==> config.mk <==
export PLATFORM = sky130hd
export DESIGN_NAME = ap_ctrl_perf_monitor
export DESIGN_NICKNAME = d
export VERILOG_FILES = /design/src/rtl/ap_perf_pkg.sv /design/src/rtl/ap_ctrl_chan_tracker.sv /design/src/rtl/ap_ctrl_perf_monitor.sv
export SDC_FILE = /design/constraint.sdc
export NUM_CORES = 2
export LEC_CHECK = 0
export CAP_MARGIN = 10
export CORE_MARGIN = 2
export CORE_UTILIZATION = 45
export DETAILED_ROUTE_END_ITERATION = 16
export DONT_BUFFER_PORTS = 1
export PLACE_DENSITY = 0.57
export SYNTH_ARGS = -nofsm -noshare
export SYNTH_HDL_FRONTEND = slang
export SYNTH_HIERARCHICAL = 1
export SYNTH_SLANG_ARGS = --single-unit
==> constraint.sdc <==
create_clock -name clock -period 6.1 [get_ports clock]
set_input_delay 1.22 -clock clock [delete_from_list [all_inputs] [get_ports clock]]
set_output_delay 1.22 -clock clock [all_outputs]
set_load 0.05 [all_outputs]
==> src/rtl/ap_perf_pkg.sv <==
// Shared types and defaults for the ap_ctrl performance monitor.
// The per-channel FSM encoding is visible on the packed ch_state output,
// so the enum values are fixed: IDLE=0, BUSY=1, DONE_WAIT=2.
package ap_perf_pkg;

  typedef enum logic [1:0] {
    IDLE      = 2'd0,
    BUSY      = 2'd1,
    DONE_WAIT = 2'd2
  } ch_state_t;

  localparam int DEFAULT_NUM_CH = 4;
  localparam int DEFAULT_CNT_W  = 32;

endpackage

==> src/rtl/ap_ctrl_chan_tracker.sv <==
// One ap_ctrl channel: handshake FSM, latency counter and statistics.
// Optional feature macro: AP_PERF_MAX_LAT_EN adds a running maximum of the
// captured latencies (max_latency port exists only in that build).
// All statistics saturate at all-ones and stop updating while 'frozen' is
// high; the FSM and the latency counter keep tracking regardless.
module ap_ctrl_chan_tracker
  import ap_perf_pkg::*;
#(
  parameter int CNT_W = DEFAULT_CNT_W
) (
  input  logic             clock,
  input  logic             reset,
  input  logic             frozen,
  input  logic             ap_start,
  input  logic             ap_done,
  input  logic             ap_continue,
`ifdef AP_PERF_MAX_LAT_EN
  output logic [CNT_W-1:0] max_latency,
`endif
  output logic [1:0]       state,
  output logic [CNT_W-1:0] txn_count,
  output logic [CNT_W-1:0] busy_cycles,
  output logic [CNT_W-1:0] stall_cycles,
  output logic [CNT_W-1:0] last_latency
);

  ch_state_t        cur_state;
  ch_state_t        next_state;
  logic             capture;
  logic             lat_load;
  logic [CNT_W-1:0] lat_count;

  // Increment that sticks at the maximum value instead of wrapping.
  function automatic logic [CNT_W-1:0] sat_inc(input logic [CNT_W-1:0] v);
    return (&v) ? v : v + CNT_W'(1);
  endfunction

  assign state = cur_state;

  // State register; reset abandons any transaction in flight.
  always_ff @(posedge clock or posedge reset) begin
    if (reset) cur_state <= IDLE;
    else       cur_state <= next_state;
  end

  // Next-state logic; a done in BUSY is the only event that records a transaction.
  always_comb begin
    next_state = cur_state;
    capture    = 1'b0;
    lat_load   = 1'b0;
    case (cur_state)
      IDLE: begin
        if (ap_start) begin
          next_state = BUSY;
          lat_load   = 1'b1;
        end
      end
      BUSY: begin
        if (ap_done) begin
          capture = 1'b1;
          if (!ap_continue) begin
            next_state = DONE_WAIT;
          end else if (ap_start) begin
            next_state = BUSY;
            lat_load   = 1'b1;
          end else begin
            next_state = IDLE;
          end
        end
      end
      DONE_WAIT: begin
        if (ap_continue) begin
          if (ap_start) begin
            next_state = BUSY;
            lat_load   = 1'b1;
          end else begin
            next_state = IDLE;
          end
        end
      end
      default: next_state = IDLE;
    endcase
  end

  // Latency counter: reads k in the k-th BUSY cycle after the start was sampled.
  always_ff @(posedge clock or posedge reset) begin
    if (reset)                  lat_count <= '0;
    else if (lat_load)          lat_count <= CNT_W'(1);
    else if (cur_state == BUSY) lat_count <= sat_inc(lat_count);
  end

  // Statistics update, suppressed once the monitor is frozen.
  always_ff @(posedge clock or posedge reset) begin
    if (reset) begin
      txn_count    <= '0;
      busy_cycles  <= '0;
      stall_cycles <= '0;
      last_latency <= '0;
    end else if (!frozen) begin
      if (capture) begin
        txn_count    <= sat_inc(txn_count);
        last_latency <= lat_count;
      end
      if (cur_state == BUSY)      busy_cycles  <= sat_inc(busy_cycles);
      if (cur_state == DONE_WAIT) stall_cycles <= sat_inc(stall_cycles);
    end
  end

`ifdef AP_PERF_MAX_LAT_EN
  // Running maximum of captured latencies, also subject to freeze.
  always_ff @(posedge clock or posedge reset) begin
    if (reset) begin
      max_latency <= '0;
    end else if (!frozen && capture && (lat_count > max_latency)) begin
      max_latency <= lat_count;
    end
  end
`endif

endmodule

==> src/rtl/ap_ctrl_perf_monitor.sv <==
// Performance monitor for NUM_CH ap_ctrl handshake channels.
// Optional feature macro: AP_PERF_MAX_LAT_EN enables per-channel maximum
// latency tracking; without it rd_max_latency is constant zero.
// 'finish' sets a sticky freeze one cycle later; only reset clears it.
// Readout is registered: rd_* shows channel rd_ch one cycle after sampling,
// and any rd_ch at or above NUM_CH reads as zeros.
module ap_ctrl_perf_monitor
  import ap_perf_pkg::*;
#(
  parameter int NUM_CH = DEFAULT_NUM_CH,
  parameter int CNT_W  = DEFAULT_CNT_W,
  parameter int CH_W   = (NUM_CH > 1) ? $clog2(NUM_CH) : 1
) (
  input  logic                clock,
  input  logic                reset,
  input  logic                finish,
  input  logic [NUM_CH-1:0]   ap_start,
  input  logic [NUM_CH-1:0]   ap_done,
  input  logic [NUM_CH-1:0]   ap_continue,
  input  logic [CH_W-1:0]     rd_ch,
  output logic [2*NUM_CH-1:0] ch_state,
  output logic [CNT_W-1:0]    rd_txn_count,
  output logic [CNT_W-1:0]    rd_busy_cycles,
  output logic [CNT_W-1:0]    rd_stall_cycles,
  output logic [CNT_W-1:0]    rd_last_latency,
  output logic [CNT_W-1:0]    rd_max_latency,
  output logic                frozen
);

  logic [CNT_W-1:0] txn_arr   [NUM_CH];
  logic [CNT_W-1:0] busy_arr  [NUM_CH];
  logic [CNT_W-1:0] stall_arr [NUM_CH];
  logic [CNT_W-1:0] last_arr  [NUM_CH];
  logic [CNT_W-1:0] sel_txn;
  logic [CNT_W-1:0] sel_busy;
  logic [CNT_W-1:0] sel_stall;
  logic [CNT_W-1:0] sel_last;
`ifdef AP_PERF_MAX_LAT_EN
  logic [CNT_W-1:0] max_arr   [NUM_CH];
  logic [CNT_W-1:0] sel_max;
`endif

  // Sticky freeze flag; a done sampled with finish is still recorded.
  always_ff @(posedge clock or posedge reset) begin
    if (reset)       frozen <= 1'b0;
    else if (finish) frozen <= 1'b1;
  end

  for (genvar g = 0; g < NUM_CH; g++) begin : g_ch
    ap_ctrl_chan_tracker #(
      .CNT_W (CNT_W)
    ) u_tracker (
      .clock        (clock),
      .reset        (reset),
      .frozen       (frozen),
      .ap_start     (ap_start[g]),
      .ap_done      (ap_done[g]),
      .ap_continue  (ap_continue[g]),
`ifdef AP_PERF_MAX_LAT_EN
      .max_latency  (max_arr[g]),
`endif
      .state        (ch_state[2*g +: 2]),
      .txn_count    (txn_arr[g]),
      .busy_cycles  (busy_arr[g]),
      .stall_cycles (stall_arr[g]),
      .last_latency (last_arr[g])
    );
  end

  // Readout select; unmatched (out-of-range) channel numbers give zeros.
  always_comb begin
    sel_txn   = '0;
    sel_busy  = '0;
    sel_stall = '0;
    sel_last  = '0;
`ifdef AP_PERF_MAX_LAT_EN
    sel_max   = '0;
`endif
    for (int i = 0; i < NUM_CH; i++) begin
      if (rd_ch == CH_W'(i)) begin
        sel_txn   = txn_arr[i];
        sel_busy  = busy_arr[i];
        sel_stall = stall_arr[i];
        sel_last  = last_arr[i];
`ifdef AP_PERF_MAX_LAT_EN
        sel_max   = max_arr[i];
`endif
      end
    end
  end

  // Registered readout of the selected channel.
  always_ff @(posedge clock or posedge reset) begin
    if (reset) begin
      rd_txn_count    <= '0;
      rd_busy_cycles  <= '0;
      rd_stall_cycles <= '0;
      rd_last_latency <= '0;
    end else begin
      rd_txn_count    <= sel_txn;
      rd_busy_cycles  <= sel_busy;
      rd_stall_cycles <= sel_stall;
      rd_last_latency <= sel_last;
    end
  end

`ifdef AP_PERF_MAX_LAT_EN
  // Registered readout of the selected channel's maximum latency.
  always_ff @(posedge clock or posedge reset) begin
    if (reset) rd_max_latency <= '0;
    else       rd_max_latency <= sel_max;
  end
`else
  assign rd_max_latency = '0;
`endif

endmodule

==> qor.yml <==
grt:
  grt_pass1_wl_um: 153200
  grt_max_degree: 129
  grt_usage: 0.2282
  antenna_found_initial: 4
  grt_pass1_vias: 25650
  grt-ovfl-total: 0
synth:
  synth_compound_area_frac: 0.04627
  async_flop_share: 1.000
  synth-simple-area-share: 0.2022
  yosys.area.top_type: "dfrtp_1"
  synth_ff_type: "dfrtp_1"
  synth_edf_count: 0
  synth-seq-area-share: 0.5181
  synth-xor-area-share: 0.08938
  syn_avg_cell_area_um2: 11.77
  yosys.area_share.adder: 0.005334
  netlist.area_leader.share: 0.5181
  synth-seq-cells: 777
  synth_top_family_by_area: "simple AND/OR/NAND/NOR gates"
  synth.mux.area_fraction: 0.1101
  syn_inst: 3188
  yosys-top-cells-area: "dfrtp_1 (52%), mux4_2 (7.7%), xnor2_1 (5.8%)"
  ys.warnings.count: 6
  synth_cell_types: 76
  netlist_area_um2: 37530
timing:
  max_freq_ghz: 0.3082
  fin_crit_ns: 3.245
  tns_ns: 0
  worst_pin_slew_ns: 1.183
  hold_viol: 0
  fin_skew_ns: 0.02832
  finalMaxSlewViolations: 0
  slew_headroom: 0.2038
  rsz0062_at_grt: "false"
  setup_viol: 0
  fin_crit_sh: 0.5319
hold_path:
  min_path_type: "input port to async pin"
power_and_ir_drop:
  power_density_nw_per_um2: 283.0
  p_leak_nw: 18.23
  power_mw: 11.72
  vdd_ir_drop_max_mv: 0.1975
final_layout:
  drive_gt1_frac: 0.1523
  fin_cells: 4340
  utilization: 0.5027
  antenna_cells: 0
  area_growth_pct: 10.34
  nets: 3233
  fillers: 7126
clocking:
  path_clk_slew_ns: 0.06
  postCtsSetupBuffers: 0
  hold_buffers: 0
  htree_levels: 3
  cts_sinks: 777
  cts_resized: 0
  root_buffer: "clkbuf_16"
  cts_buffers: 86
  clk_path_buf_depth: 3
  cts_tree: "yes"
  clk_latency_ns: 0.65
route:
  drtAntennaViolNets: 0
  wirelength_um: 97010
  vias_per_cell: 6.016
  vias: 26110
  drc: 0
  wl_per_cell_um: 22.35
  first_pass_iters: 5
  dr.first_iter.drc_count: 2422
status:
  status: "finished, final reports clean"
placement:
  routabilityCongestion: 0.8937
  post-place-cells: 4182
  port-buffer-count: 0
  hpwlAfterDp_um: 69820
floorplan:
  rows: 105
  die_w_um: 292.8
  start_util: 0.4556
  design.core.area_um2: 82370
  die-area_um2: 85730
  die_h_um: 292.8
  pin_count: 186
critical_path:
  cp-start-kind: "flip-flop"
  required_ns: 6.63
  path_class: "flip-flop to flip-flop"
  end_kind: "flip-flop"
  crit_arrival_ns: 3.77
  worst-path-max-fanout: 9
run:
  drv_cap: 0
-- sequential cells by signal, summed over array words and instances (netlist names) --
name / cells
frozen: 1
g_ch.u_tracker/busy_cycles: 128
g_ch.u_tracker/last_latency: 128
g_ch.u_tracker/lat_count: 128
g_ch.u_tracker/stall_cycles: 128
g_ch.u_tracker/state: 8
g_ch.u_tracker/txn_count: 128
rd_busy_cycles: 32
rd_last_latency: 32
rd_stall_cycles: 32
rd_txn_count: 32
-- placed cells by master, fill, tap and decap left out, types with 15 or more instances in the layout --
cell type  instances
dfrtp_1          776
nand2_1          320
xnor2_1          248
nand3_1          196
nand4_1          157
xor2_1           135
mux4_2           128
mux2_2           110
nor2_1           104
a21oi_1          104
and3_1           101
clkbuf_16         87
nor3_1            71
and4_1            69
o21ai_0           65
or3_1             63
nor4_1            49
or4_1             46
conb_1            32
inv_1             30
and2_1            28
buf_4             25
o31ai_1           24
clkbuf_8          22
nor2b_1           18
o211ai_1          17
ha_1              16
or2_2             15
-- synthesized netlist by cell type (71+ instances only) --
master	count
nand4_1	157
xnor2_1	248
mux2_2	110
nand3_1	196
a21oi_1	104
nor3_1	71
nand2_1	320
xor2_1	135
and3_1	101
nor2_1	104
mux4_2	128
dfrtp_1	777
-- path summary, 6_finish.rpt --
path	from	endpoint	slack, ns	cells past startpoint
hold / removal	reset	g_ch[3].u_tracker/busy_cycles[3]	0.43	1
setup reg to reg	g_ch[3].u_tracker/state[0]	g_ch[3].u_tracker/busy_cycles[16]	2.86	5
min in group clock	g_ch[2].u_tracker/txn_count[25]	g_ch[2].u_tracker/txn_count[25]	0.48	1
hold reg to reg	g_ch[2].u_tracker/txn_count[25]	g_ch[2].u_tracker/txn_count[25]	0.48	1
max in group asynchronous	reset	g_ch[2].u_tracker/stall_cycles[1]	4.30	2
setup / recovery	g_ch[3].u_tracker/state[0]	g_ch[3].u_tracker/busy_cycles[16]	2.86	5
-- cells by family after synthesis --
group | Yosys count
buffers and inverters | 167
other | 1
xor gates and xnor gates | 383
DFF | 777
and+or+nand+nor | 1332
adders and majority gates | 16
muxes | 239
AOI/OAI and AO/OA | 273
-- layer usage --
metal	track usage	routed length (um)	share of wire
met1	0.3291	44050	0.45
met2	0.3628	45730	0.47
met3	0.02777	4737	0.049
met4	0.06854	2485	0.026
met5	0	0	0
-- area by class of cell --
class                   count  area (um2)  share of cell area
inverters                  35       156.4            0.003777
clock inverters            39       583.1             0.01408
multi-input cells        2275       17180              0.4149
clock buffers             119        2517             0.06079
well taps                1070        1339             0.03233
repair buffers             25       187.7            0.004532
flip-flops and latches    777       19440              0.4696
-- stage by stage --
| step | area [um2] | worst slack [ns] | hold WS (ns) |
|---|---|---|---|
| floorplan | 37650 | 0.5034 | 0.4406 |
| global placement | 38310 | 2.905 | 0.4713 |
| detailed placement | 38310 | 2.842 | 0.4707 |
| CTS | 41410 | 2.852 | 0.3978 |
| global route | 41410 | 2.660 | 0.4365 |
| finish | 41410 | 2.855 | 0.4311 |
-- report_power, final --
| part | switching, mW | leakage (nW) | internal, mW |
|---|---|---|---|
| logic | 0.352 | 5.99 | 0.190 |
| registers | 0.267 | 10.7 | 5.28 |
| clock network | 2.22 | 1.52 | 3.41 |
-- critical path, stage by stage, from the launching register on --
cell and delay, ns:
dfrtp_1 0.81, nor2b_1 0.97, nand2b_1 0.27, a2111oi_1 0.71, nand4_1 0.20, xnor2_1 0.16
Note: power is estimated with default switching activity, not from simulation.
